[src/rtl/mtm_alu_serializer.sv]
// mtm_alu_serializer -- output stage of the ALU datapath.
// Shifts one ALU response out on sout as 11-bit packets:
// start 0, type (0 = DATA, 1 = CMD), 8 payload bits MSB first, stop 1.
// A normal response is DATA_BYTES DATA packets of C (MSB byte first) and
// then one CMD packet {0, flags, crc}. An error response is one CMD packet
// that carries in_ctl unchanged.
// Optional macro MTM_SER_CRC_GEN_EN: when defined, crc[2:0] is a CRC-3
// (x^3+x+1, init 0) over {C, 1'b0, flags}. When undefined, crc[2:0] is the
// captured in_ctl[2:0].
module mtm_alu_serializer #(
    parameter int DATA_BYTES = 4,
    parameter int IDLE_GAP   = 0
) (
    input  logic        clk,
    input  logic        rst,
    input  logic        in_valid,
    output logic        in_ready,
    input  logic        in_err,
    input  logic [31:0] in_c,
    input  logic [3:0]  in_flags,
    input  logic [7:0]  in_ctl,
    output logic        sout,
    output logic        busy
);

    localparam int PW = $clog2(DATA_BYTES + 1);
    localparam int GW = (IDLE_GAP > 1) ? $clog2(IDLE_GAP) : 1;
    localparam logic [PW-1:0] LAST_PKT = PW'(DATA_BYTES);
    localparam logic [GW-1:0] GAP_LOAD = GW'((IDLE_GAP > 0) ? (IDLE_GAP - 1) : 0);

    typedef enum logic [2:0] {
        ST_IDLE    = 3'd0,
        ST_START   = 3'd1,
        ST_TYPE    = 3'd2,
        ST_PAYLOAD = 3'd3,
        ST_STOP    = 3'd4,
        ST_GAP     = 3'd5
    } state_t;

    state_t          state_r;
    logic [2:0]      bit_cnt_r;
    logic [PW-1:0]   pkt_cnt_r;
    logic [GW-1:0]   gap_cnt_r;
    logic [31:0]     c_r;
    logic [3:0]      flags_r;
    logic [7:0]      ctl_r;
    logic            err_r;
    logic            sout_r;
    logic            busy_r;
    logic            in_ready_r;

    logic [2:0]      crc_s;
    logic            type_s;
    logic [7:0]      cur_byte_s;

    // Select the data byte for packet idx. Packet 0 carries the most
    // significant byte of C.
    function automatic logic [7:0] data_byte(input logic [31:0] c, input logic [PW-1:0] idx);
        int          sel;
        logic [31:0] sh;
        sel = DATA_BYTES - 1 - int'(idx);
        sel = (sel < 0) ? 0 : sel;
        sh  = c >> (8 * sel);
        return sh[7:0];
    endfunction

`ifdef MTM_SER_CRC_GEN_EN
    // Serial CRC-3 over the frame's data bits, x^3+x+1, MSB first, init 0.
    function automatic logic [2:0] crc3_calc(input logic [36:0] d);
        logic [2:0] crc;
        logic       fb;
        crc = 3'b000;
        for (int i = 36; i >= 0; i--) begin
            fb  = crc[2] ^ d[i];
            crc = {crc[1], crc[0] ^ fb, fb};
        end
        return crc;
    endfunction
`endif

    // Payload byte of the packet currently selected by the packet counter.
    always_comb begin
`ifdef MTM_SER_CRC_GEN_EN
        crc_s = crc3_calc({c_r, 1'b0, flags_r});
`else
        crc_s = ctl_r[2:0];
`endif
        type_s     = (pkt_cnt_r == LAST_PKT);
        cur_byte_s = 8'h00;
        if (type_s) begin
            if (err_r) begin
                cur_byte_s = ctl_r;
            end else begin
                cur_byte_s = {1'b0, flags_r, crc_s};
            end
        end else begin
            cur_byte_s = data_byte(c_r, pkt_cnt_r);
        end
    end

    // Packet framing state machine. Outputs are registered and are set
    // for the state being entered, so sout follows the state with no
    // extra pipeline stage.
    always_ff @(posedge clk) begin
        if (rst) begin
            state_r    <= ST_IDLE;
            bit_cnt_r  <= 3'd0;
            pkt_cnt_r  <= {PW{1'b0}};
            gap_cnt_r  <= {GW{1'b0}};
            c_r        <= 32'h0000_0000;
            flags_r    <= 4'h0;
            ctl_r      <= 8'h00;
            err_r      <= 1'b0;
            sout_r     <= 1'b1;
            busy_r     <= 1'b0;
            in_ready_r <= 1'b1;
        end else begin
            case (state_r)
                ST_IDLE: begin
                    if (in_valid) begin
                        c_r        <= in_c;
                        flags_r    <= in_flags;
                        ctl_r      <= in_ctl;
                        err_r      <= in_err;
                        // An error response is just the final CMD packet.
                        pkt_cnt_r  <= in_err ? LAST_PKT : {PW{1'b0}};
                        state_r    <= ST_START;
                        sout_r     <= 1'b0;
                        busy_r     <= 1'b1;
                        in_ready_r <= 1'b0;
                    end else begin
                        sout_r     <= 1'b1;
                        busy_r     <= 1'b0;
                        in_ready_r <= 1'b1;
                    end
                end
                ST_START: begin
                    state_r <= ST_TYPE;
                    sout_r  <= type_s;
                end
                ST_TYPE: begin
                    state_r   <= ST_PAYLOAD;
                    bit_cnt_r <= 3'd7;
                    sout_r    <= cur_byte_s[7];
                end
                ST_PAYLOAD: begin
                    if (bit_cnt_r == 3'd0) begin
                        state_r <= ST_STOP;
                        sout_r  <= 1'b1;
                    end else begin
                        bit_cnt_r <= bit_cnt_r - 3'd1;
                        sout_r    <= cur_byte_s[bit_cnt_r - 3'd1];
                    end
                end
                ST_STOP: begin
                    if (type_s) begin
                        state_r    <= ST_IDLE;
                        sout_r     <= 1'b1;
                        busy_r     <= 1'b0;
                        in_ready_r <= 1'b1;
                    end else begin
                        pkt_cnt_r <= pkt_cnt_r + {{(PW-1){1'b0}}, 1'b1};
                        if (IDLE_GAP > 0) begin
                            state_r   <= ST_GAP;
                            gap_cnt_r <= GAP_LOAD;
                            sout_r    <= 1'b1;
                        end else begin
                            state_r <= ST_START;
                            sout_r  <= 1'b0;
                        end
                    end
                end
                ST_GAP: begin
                    if (gap_cnt_r == {GW{1'b0}}) begin
                        state_r <= ST_START;
                        sout_r  <= 1'b0;
                    end else begin
                        gap_cnt_r <= gap_cnt_r - {{(GW-1){1'b0}}, 1'b1};
                        sout_r    <= 1'b1;
                    end
                end
                default: begin
                    state_r    <= ST_IDLE;
                    sout_r     <= 1'b1;
                    busy_r     <= 1'b0;
                    in_ready_r <= 1'b1;
                end
            endcase
        end
    end

    assign sout     = sout_r;
    assign busy     = busy_r;
    assign in_ready = in_ready_r;

endmodule

[config.mk]
export PLATFORM = sky130hd
export DESIGN_NAME = mtm_alu_serializer
export DESIGN_NICKNAME = d
export VERILOG_FILES = /design/src/rtl/mtm_alu_serializer.sv
export SDC_FILE = /design/constraint.sdc
export NUM_CORES = 1
export LEC_CHECK = 0
export ABC_AREA = 1
export CORE_UTILIZATION = 55
export DETAILED_ROUTE_END_ITERATION = 10
export GPL_TIMING_DRIVEN = 0
export PLACE_DENSITY = 0.87
export SKIP_LAST_GASP = 1
export SLEW_MARGIN = 20
export SYNTH_ARGS = -nofsm -noshare
export SYNTH_HDL_FRONTEND = slang
export SYNTH_SLANG_ARGS = --single-unit
[constraint.sdc]
create_clock -name clk -period 5.2 [get_ports clk]
set_input_delay 1.56 -clock clk [delete_from_list [all_inputs] [get_ports clk]]
set_output_delay 1.56 -clock clk [all_outputs]
set_load 0.05 [all_outputs]
==> flow_results.xml, run 1 <==
<?xml version="1.0" encoding="UTF-8"?>
<metrics>
  <group name="outcome">
    <metric name="status" unit="">complete, but fails checks</metric>
    <metric name="failed_checks" unit="">DRC</metric>
  </group>
  <group name="logic_synthesis">
    <metric name="avg_cell_area_syn" unit="um^2">6.92</metric>
    <metric name="post_synth_xor_area_fraction" unit="%">0.662</metric>
    <metric name="synth_nets" unit="">434</metric>
    <metric name="syn_inst" unit="">382</metric>
    <metric name="post_synth_num_cell_types" unit="">26</metric>
    <metric name="yosys.area_share.adder" unit="%">1.89</metric>
    <metric name="mappedNetlistArea" unit="um^2">2650</metric>
    <metric name="synth-warning-count" unit="">0</metric>
    <metric name="dominant_combinational_cell_family_by_area_after_synthesis" unit="">compound AO/OA/AOI/OAI gates</metric>
    <metric name="synth_sequential_area_ratio" unit="%">43.1</metric>
    <metric name="synthMuxAreaShare" unit="%">0</metric>
    <metric name="synth-seq-cells" unit="">57</metric>
    <metric name="synth-edff-count" unit="">0</metric>
    <metric name="synthArstFlopShare" unit="%">0</metric>
    <metric name="synth_top_flop_cell" unit="">dfxtp_1</metric>
    <metric name="yosys.area_share.simple" unit="%">19.7</metric>
    <metric name="synth_compound_gate_area_share" unit="%">22.2</metric>
  </group>
  <group name="power">
    <metric name="largest_vdd_supply_drop" unit="V">0.000248</metric>
    <metric name="power.density_cell_area" unit="nW/um^2">362</metric>
    <metric name="p_leak" unit="nW">1.40</metric>
  </group>
  <group name="die">
    <metric name="floorplan.io_pins" unit="">51</metric>
    <metric name="fp.dieW" unit="um">71.4</metric>
    <metric name="floorplan.core_area" unit="um^2">4470</metric>
    <metric name="area_of_the_die" unit="um^2">5090</metric>
    <metric name="die_height" unit="um">71.4</metric>
    <metric name="initial_utilization" unit="%">59.1</metric>
    <metric name="fp-row-count" unit="">24</metric>
  </group>
  <group name="min_path">
    <metric name="holdPathStages" unit="">2</metric>
    <metric name="timing.hold.worst_endpoint" unit="">c_r[24]</metric>
    <metric name="hold_crit_start" unit="">c_r[24]</metric>
    <metric name="hp-class" unit="">reg -&gt; reg</metric>
  </group>
  <group name="timing">
    <metric name="final_max_slew_viol_count" unit="">0</metric>
    <metric name="worst_clock_skew" unit="ns">0.00359</metric>
    <metric name="tightestPinTransition" unit="ns">0.493</metric>
    <metric name="setup-violations-final" unit="">0</metric>
    <metric name="fin_hold_ws" unit="ns">0.449</metric>
    <metric name="tns" unit="ns">0</metric>
    <metric name="peak_freq" unit="GHz">0.329</metric>
    <metric name="rsz0062_at_grt" unit="">no</metric>
    <metric name="min_period_over_period" unit="%">58.4</metric>
    <metric name="final-hold-violation-count" unit="">0</metric>
    <metric name="slew_headroom" unit="%">67.0</metric>
    <metric name="layout_min_cycle_time" unit="ns">3.04</metric>
    <metric name="postLayoutSetupSlackWorst" unit="ns">2.16</metric>
  </group>
  <group name="grt">
    <metric name="antenna_found_initial" unit="">0</metric>
    <metric name="first_global_vias" unit="">2554</metric>
    <metric name="global_route.usage.total" unit="%">28.9</metric>
    <metric name="gr-total-overflow" unit="">0</metric>
    <metric name="grt_max_degree" unit="">12</metric>
    <metric name="grt_first_pass_wirelength" unit="um">11300</metric>
  </group>
  <group name="critical_path">
    <metric name="max_stage_delay" unit="ns">0.80</metric>
    <metric name="critPathTopFamily" unit="">buffers and inverters</metric>
    <metric name="timing.critical_path.required" unit="ns">3.64</metric>
    <metric name="classification_of_the_worst_setup_path" unit="">reg -&gt; out</metric>
    <metric name="critical_path_arrival" unit="ns">1.48</metric>
    <metric name="cp-start-kind" unit="">register</metric>
    <metric name="cells_on_worst_reg2reg_path" unit="">11</metric>
    <metric name="crit_slowest_cell" unit="">clkdlybuf4s50_1</metric>
    <metric name="crit_chain" unit="">clkdlybuf4s50_1</metric>
    <metric name="regToRegStartpoint" unit="">bit_cnt_r[0]</metric>
    <metric name="reg2reg_slack" unit="ns">3.10</metric>
    <metric name="worst_r2r_endpoint" unit="">sout</metric>
    <metric name="worstSetupEndpointType" unit="">primary output</metric>
    <metric name="path_buf_inv" unit="">1</metric>
    <metric name="critPathMaxFanout" unit="">2</metric>
  </group>
  <group name="final_layout">
    <metric name="antennaDiodeCount" unit="">0</metric>
    <metric name="layout-drive-gt1-share" unit="%">5.15</metric>
    <metric name="finalCoreUtilization" unit="%">75.4</metric>
    <metric name="layout.cells.non_filler" unit="">499</metric>
    <metric name="layout_common_cells" unit="">nand2_1, inv_1, dfxtp_1, a21oi_1, o21ai_0</metric>
    <metric name="areaGrowthSynthToFinish" unit="%">27.6</metric>
    <metric name="finish.net_count" unit="">494</metric>
    <metric name="layout.cells.most_common" unit="">nand2_1</metric>
  </group>
  <group name="flow_run">
    <metric name="drv.max_cap_violation_count" unit="">0</metric>
  </group>
  <group name="clock_network">
    <metric name="clock_tree.htree_level_count" unit="">3</metric>
    <metric name="hold_buffers" unit="">0</metric>
    <metric name="post-cts-setup-buffers" unit="">0</metric>
    <metric name="cts.sinks" unit="">57</metric>
    <metric name="clk-insertion-delay-late" unit="ns">0.33</metric>
    <metric name="post_cts.resized_instances" unit="">0</metric>
    <metric name="cts_inserted_buffers" unit="">9</metric>
    <metric name="tritoncts" unit="">done</metric>
    <metric name="path_clk_slew" unit="ns">0.06</metric>
    <metric name="cts_buffer_depth" unit="">2</metric>
    <metric name="ctsRootBufferMaster" unit="">clkbuf_8</metric>
  </group>
  <group name="route">
    <metric name="drc" unit="">4</metric>
    <metric name="first_pass_iters" unit="">10</metric>
    <metric name="detail_route.iter0.violations" unit="">257</metric>
    <metric name="routed_wl" unit="um">6650</metric>
    <metric name="vias_per_cell" unit="">5.43</metric>
    <metric name="detailed_route_wire_length_per_cell" unit="um">13.3</metric>
    <metric name="antenna_violating_nets_post_route" unit="">0</metric>
    <metric name="via_count" unit="">2709</metric>
  </group>
  <group name="placement">
    <metric name="post-place-ws" unit="ns">1.99</metric>
    <metric name="io_buffers" unit="">49</metric>
    <metric name="dp.final_hpwl" unit="um">4820</metric>
    <metric name="dp_cells" unit="">483</metric>
    <metric name="place.gp.congestion" unit="">0.956</metric>
  </group>
</metrics>
-- cell families (layout without fill, tap and decap cells) --
kind of cell    Yosys count  after routing
buf+inv                  83            148
flops                    57             57
xor+xnor                  2              2
simple gates            122            122
fa+ha+maj                 4              4
compound gates          114            114
-- Yosys cell counts (2+ instances only) --
cell,n,area (um^2)
nand2_1,70,263
inv_1,62,233
dfxtp_1,57,1140
a21oi_1,55,275
o21ai_0,53,265
nand3_1,30,150
nor2_1,15,56.3
clkbuf_1,13,48.8
ha_1,4,50.1
nor3_1,3,15.0
a221oi_1,2,17.5
buf_2,2,10.0
clkbuf_2,2,10.0
o211ai_1,2,15.0
-- per-layer routing --
layer	up-vias	GRT usage (%)	share of wire, %
met4	0	12.7	1.9
met3	11	5.20	6.3
met2	99	48.3	47
met5	-	0	0
met1	1242	36.7	45
li1	1357	-	-
-- final cells by class --
cell class	count	area (um^2)
Multi-Input combinational cell	242	1180
Sequential cell	57	1140
Fill cell	361	1100
Timing Repair Buffer	49	490
Inverter	64	240
Clock buffer	13	159
Buffer	19	87.6
Tap cell	52	65.1
Clock inverter	3	15.0
-- report_power, final --
group / switching, mW / internal (mW)
logic: 0.201 / 0.129
clock network: 0.169 / 0.197
registers: 0.0315 / 0.495
total: 0.402 / 0.821
-- through the flow --
stage	power (mW)	cell area (um^2)
global placement	0.846	3200
finish	1.22	3370
floorplan	0.750	2650
CTS	1.22	3370
detailed placement	0.858	3200
global route	1.29	3370
-- registers in the layout, summed over array words and instances (netlist names) --
name       flops
c_r           32
flags_r        4
pkt_cnt_r      3
state_r        3
busy           1
bit_cnt_r      3
in_ready       1
ctl_r          8
sout           1
err_r          1
-- how the worst max path moves through the flow --
stage,endpoint,slack (ns),start,cells past startpoint
floorplan,sout,2.69,rst,6
global placement,err_r,2.01,in_valid,6
detailed placement,err_r,1.99,in_valid,6
CTS,busy,2.16,busy,1
global route,err_r,2.11,in_valid,6
finish,busy,2.16,busy,1
Note: power is estimated with default switching activity, not from simulation.
==> run 2, diff against run 1 <==
--- a/config.mk
+++ b/config.mk
@@ -6,10 +6,10 @@
 export NUM_CORES = 1
 export LEC_CHECK = 0
 export ABC_AREA = 1
-export CORE_UTILIZATION = 55
+export CORE_UTILIZATION = 46
 export DETAILED_ROUTE_END_ITERATION = 10
 export GPL_TIMING_DRIVEN = 0
-export PLACE_DENSITY = 0.87
+export PLACE_DENSITY = 0.78
 export SKIP_LAST_GASP = 1
 export SLEW_MARGIN = 20
 export SYNTH_ARGS = -nofsm -noshare
==> constraint.sdc (replaced) <==
create_clock -name clk -period 2.7 [get_ports clk]
set_input_delay 0.81 -clock clk [delete_from_list [all_inputs] [get_ports clk]]
set_output_delay 0.81 -clock clk [all_outputs]
set_load 0.05 [all_outputs]
==> run 2 against run 1 <==
  * The flow now finishes without violations
  * Sequential cell count is the same
  * Clock-buffer cell count down 1
  * Sequential share of layout area shrank 0.063 points
  * Wire length fell by 2.4%
  * Design area is 0.19% higher
  * Die area is 19% higher
  * Critical path depth stayed put
  * Sequential power up 92%
  * First-iteration DRC count fell by 38%
  * Critical path type unchanged
==> flow_results.xml, run 2 (same netlist as run 1, synthesis figures left out) <==
<?xml version="1.0" encoding="UTF-8"?>
<metrics>
  <group name="critical_path">
    <metric name="crit_slowest_cell" unit="">clkdlybuf4s50_1</metric>
    <metric name="timing.critical_path.required" unit="ns">1.89</metric>
    <metric name="path_buf_inv" unit="">1</metric>
    <metric name="classification_of_the_worst_setup_path" unit="">reg -&gt; out</metric>
    <metric name="cells_on_worst_reg2reg_path" unit="">11</metric>
    <metric name="cp-start-kind" unit="">register</metric>
    <metric name="crit_chain" unit="">clkdlybuf4s50_1</metric>
    <metric name="critical_path_depth" unit="">1</metric>
    <metric name="critPathTopFamily" unit="">buffers and inverters</metric>
    <metric name="critical_path_arrival" unit="ns">1.46</metric>
    <metric name="max_stage_delay" unit="ns">0.80</metric>
    <metric name="critPathMaxFanout" unit="">2</metric>
    <metric name="worstSetupEndpointType" unit="">primary output</metric>
  </group>
  <group name="outcome">
    <metric name="status" unit="">finished, final reports clean</metric>
  </group>
  <group name="clock_network">
    <metric name="cts_buffer_depth" unit="">2</metric>
    <metric name="clk-insertion-delay-late" unit="ns">0.33</metric>
    <metric name="cts.sinks" unit="">57</metric>
    <metric name="ctsRootBufferMaster" unit="">clkbuf_8</metric>
    <metric name="hold_buffers" unit="">0</metric>
    <metric name="path_clk_slew" unit="ns">0.06</metric>
    <metric name="tritoncts" unit="">done</metric>
    <metric name="post_cts.resized_instances" unit="">0</metric>
    <metric name="clock_tree.htree_level_count" unit="">3</metric>
    <metric name="post-cts-setup-buffers" unit="">0</metric>
    <metric name="cts_inserted_buffers" unit="">9</metric>
  </group>
  <group name="route">
    <metric name="detail_route.iter0.violations" unit="">160</metric>
    <metric name="first_pass_iters" unit="">5</metric>
    <metric name="detailed_route_wire_length_per_cell" unit="um">12.5</metric>
    <metric name="drc" unit="">0</metric>
    <metric name="via_count" unit="">2620</metric>
    <metric name="routed_wl" unit="um">6490</metric>
    <metric name="antenna_violating_nets_post_route" unit="">0</metric>
    <metric name="vias_per_cell" unit="">5.05</metric>
  </group>
  <group name="grt">
    <metric name="grt_max_degree" unit="">12</metric>
    <metric name="antenna_found_initial" unit="">0</metric>
    <metric name="grt_first_pass_wirelength" unit="um">11300</metric>
    <metric name="global_route.usage.total" unit="%">24.2</metric>
    <metric name="first_global_vias" unit="">2498</metric>
    <metric name="gr-total-overflow" unit="">0</metric>
  </group>
  <group name="final_layout">
    <metric name="finalCoreUtilization" unit="%">61.0</metric>
    <metric name="areaGrowthSynthToFinish" unit="%">27.8</metric>
    <metric name="antennaDiodeCount" unit="">0</metric>
    <metric name="layout-drive-gt1-share" unit="%">4.92</metric>
    <metric name="finish.net_count" unit="">494</metric>
    <metric name="layout.cells.most_common" unit="">nand2_1</metric>
    <metric name="regMostFlops" unit="">c_r</metric>
    <metric name="largest_register_ff_count" unit="">32</metric>
    <metric name="layout_common_cells" unit="">nand2_1, inv_1, dfxtp_1, a21oi_1, o21ai_0</metric>
    <metric name="layout_top_registers" unit="">c_r x32, ctl_r x8, flags_r x4</metric>
  </group>
  <group name="power">
    <metric name="p_leak" unit="nW">1.39</metric>
    <metric name="largest_vdd_supply_drop" unit="V">0.000366</metric>
    <metric name="power.density_cell_area" unit="nW/um^2">678</metric>
  </group>
  <group name="placement">
    <metric name="place.gp.congestion" unit="">0.901</metric>
    <metric name="io_buffers" unit="">49</metric>
    <metric name="dp.final_hpwl" unit="um">4840</metric>
    <metric name="post-place-ws" unit="ns">0.206</metric>
  </group>
  <group name="timing">
    <metric name="tightestPinTransition" unit="ns">0.500</metric>
    <metric name="peak_freq" unit="GHz">0.441</metric>
    <metric name="setup-violations-final" unit="">0</metric>
    <metric name="postLayoutSetupSlackWorst" unit="ns">0.431</metric>
    <metric name="slew_headroom" unit="%">66.6</metric>
    <metric name="final_max_slew_viol_count" unit="">0</metric>
    <metric name="layout_min_cycle_time" unit="ns">2.27</metric>
    <metric name="tns" unit="ns">0</metric>
    <metric name="min_period_over_period" unit="%">84.0</metric>
    <metric name="final-hold-violation-count" unit="">0</metric>
    <metric name="rsz0062_at_grt" unit="">no</metric>
    <metric name="worst_clock_skew" unit="ns">0.00560</metric>
  </group>
  <group name="die">
    <metric name="fp-row-count" unit="">27</metric>
    <metric name="die_height" unit="um">77.8</metric>
    <metric name="area_of_the_die" unit="um^2">6060</metric>
    <metric name="floorplan.io_pins" unit="">51</metric>
    <metric name="floorplan.core_area" unit="um^2">5540</metric>
    <metric name="fp.dieW" unit="um">77.8</metric>
    <metric name="initial_utilization" unit="%">47.7</metric>
  </group>
  <group name="flow_run">
    <metric name="drv.max_cap_violation_count" unit="">0</metric>
  </group>
  <group name="min_path">
    <metric name="holdPathStages" unit="">2</metric>
    <metric name="hp-class" unit="">reg -&gt; reg</metric>
  </group>
</metrics>
## run 2: cell types whose count changed in the layout (fill, tap and decap cells not counted), sizes merged
cell | previous run | this run
clkbuf | 28 | 27
clkinv | 4 | 5
## run 2: layer usage
layer	track usage [%]	share of wire [%]	up-vias
met5	0	0	-
met4	9.62	2.1	0
met3	6.47	6.5	14
met2	37.7	44	104
met1	31.5	48	1147
li1	-	-	1355
## run 2: through the flow
step	power [mW]	hold WS, ns	std cells	instance area (um^2)
floorplan	1.44	0.420	382	2650
global placement	1.64	0.432	503	3230
detailed placement	1.65	0.433	503	3230
CTS	2.30	0.443	519	3380
global route	2.44	0.462	519	3380
finish	2.29	0.440	519	3380
## run 2: power breakdown
part,total [mW],internal [mW],leakage (nW),switching (mW)
logic,0.627,0.248,0.838,0.379
registers,1.01,0.953,0.471,0.0579
clock network,0.654,0.327,0.0839,0.327
## run 2: layout make-up
| cell class | count | area (um^2) |
|---|---|---|
| clock buffer | 12 | 135 |
| inverter | 64 | 240 |
| multi-input combinational | 242 | 1180 |
| sequential | 57 | 1140 |
| tap | 72 | 90.1 |
| timing repair buffer | 49 | 490 |
| fill | 570 | 2160 |
| clock inverter | 4 | 20.0 |
| buffer | 19 | 87.6 |
## run 2: final timing paths
check / startpoint / to / slack [ns]
worst max-delay path: busy / busy / 0.43
worst min-delay path: ctl_r[1] / ctl_r[1] / 0.44
worst max register to register: bit_cnt_r[0] / sout / 0.70
worst min register to register: ctl_r[1] / ctl_r[1] / 0.44
## run 2: worst reg2reg max path, stage by stage (launching register included)
cell and delay [ns]:
dfxtp_1 0.30, clkbuf_2 0.18, clkinv_1 0.30, ha_1 0.45, inv_1 0.10, a21oi_1 0.11
o21ai_0 0.09, a31oi_1 0.16, nand2_1 0.07, nand3_1 0.07, nand2_1 0.05, nand2_1 0.06
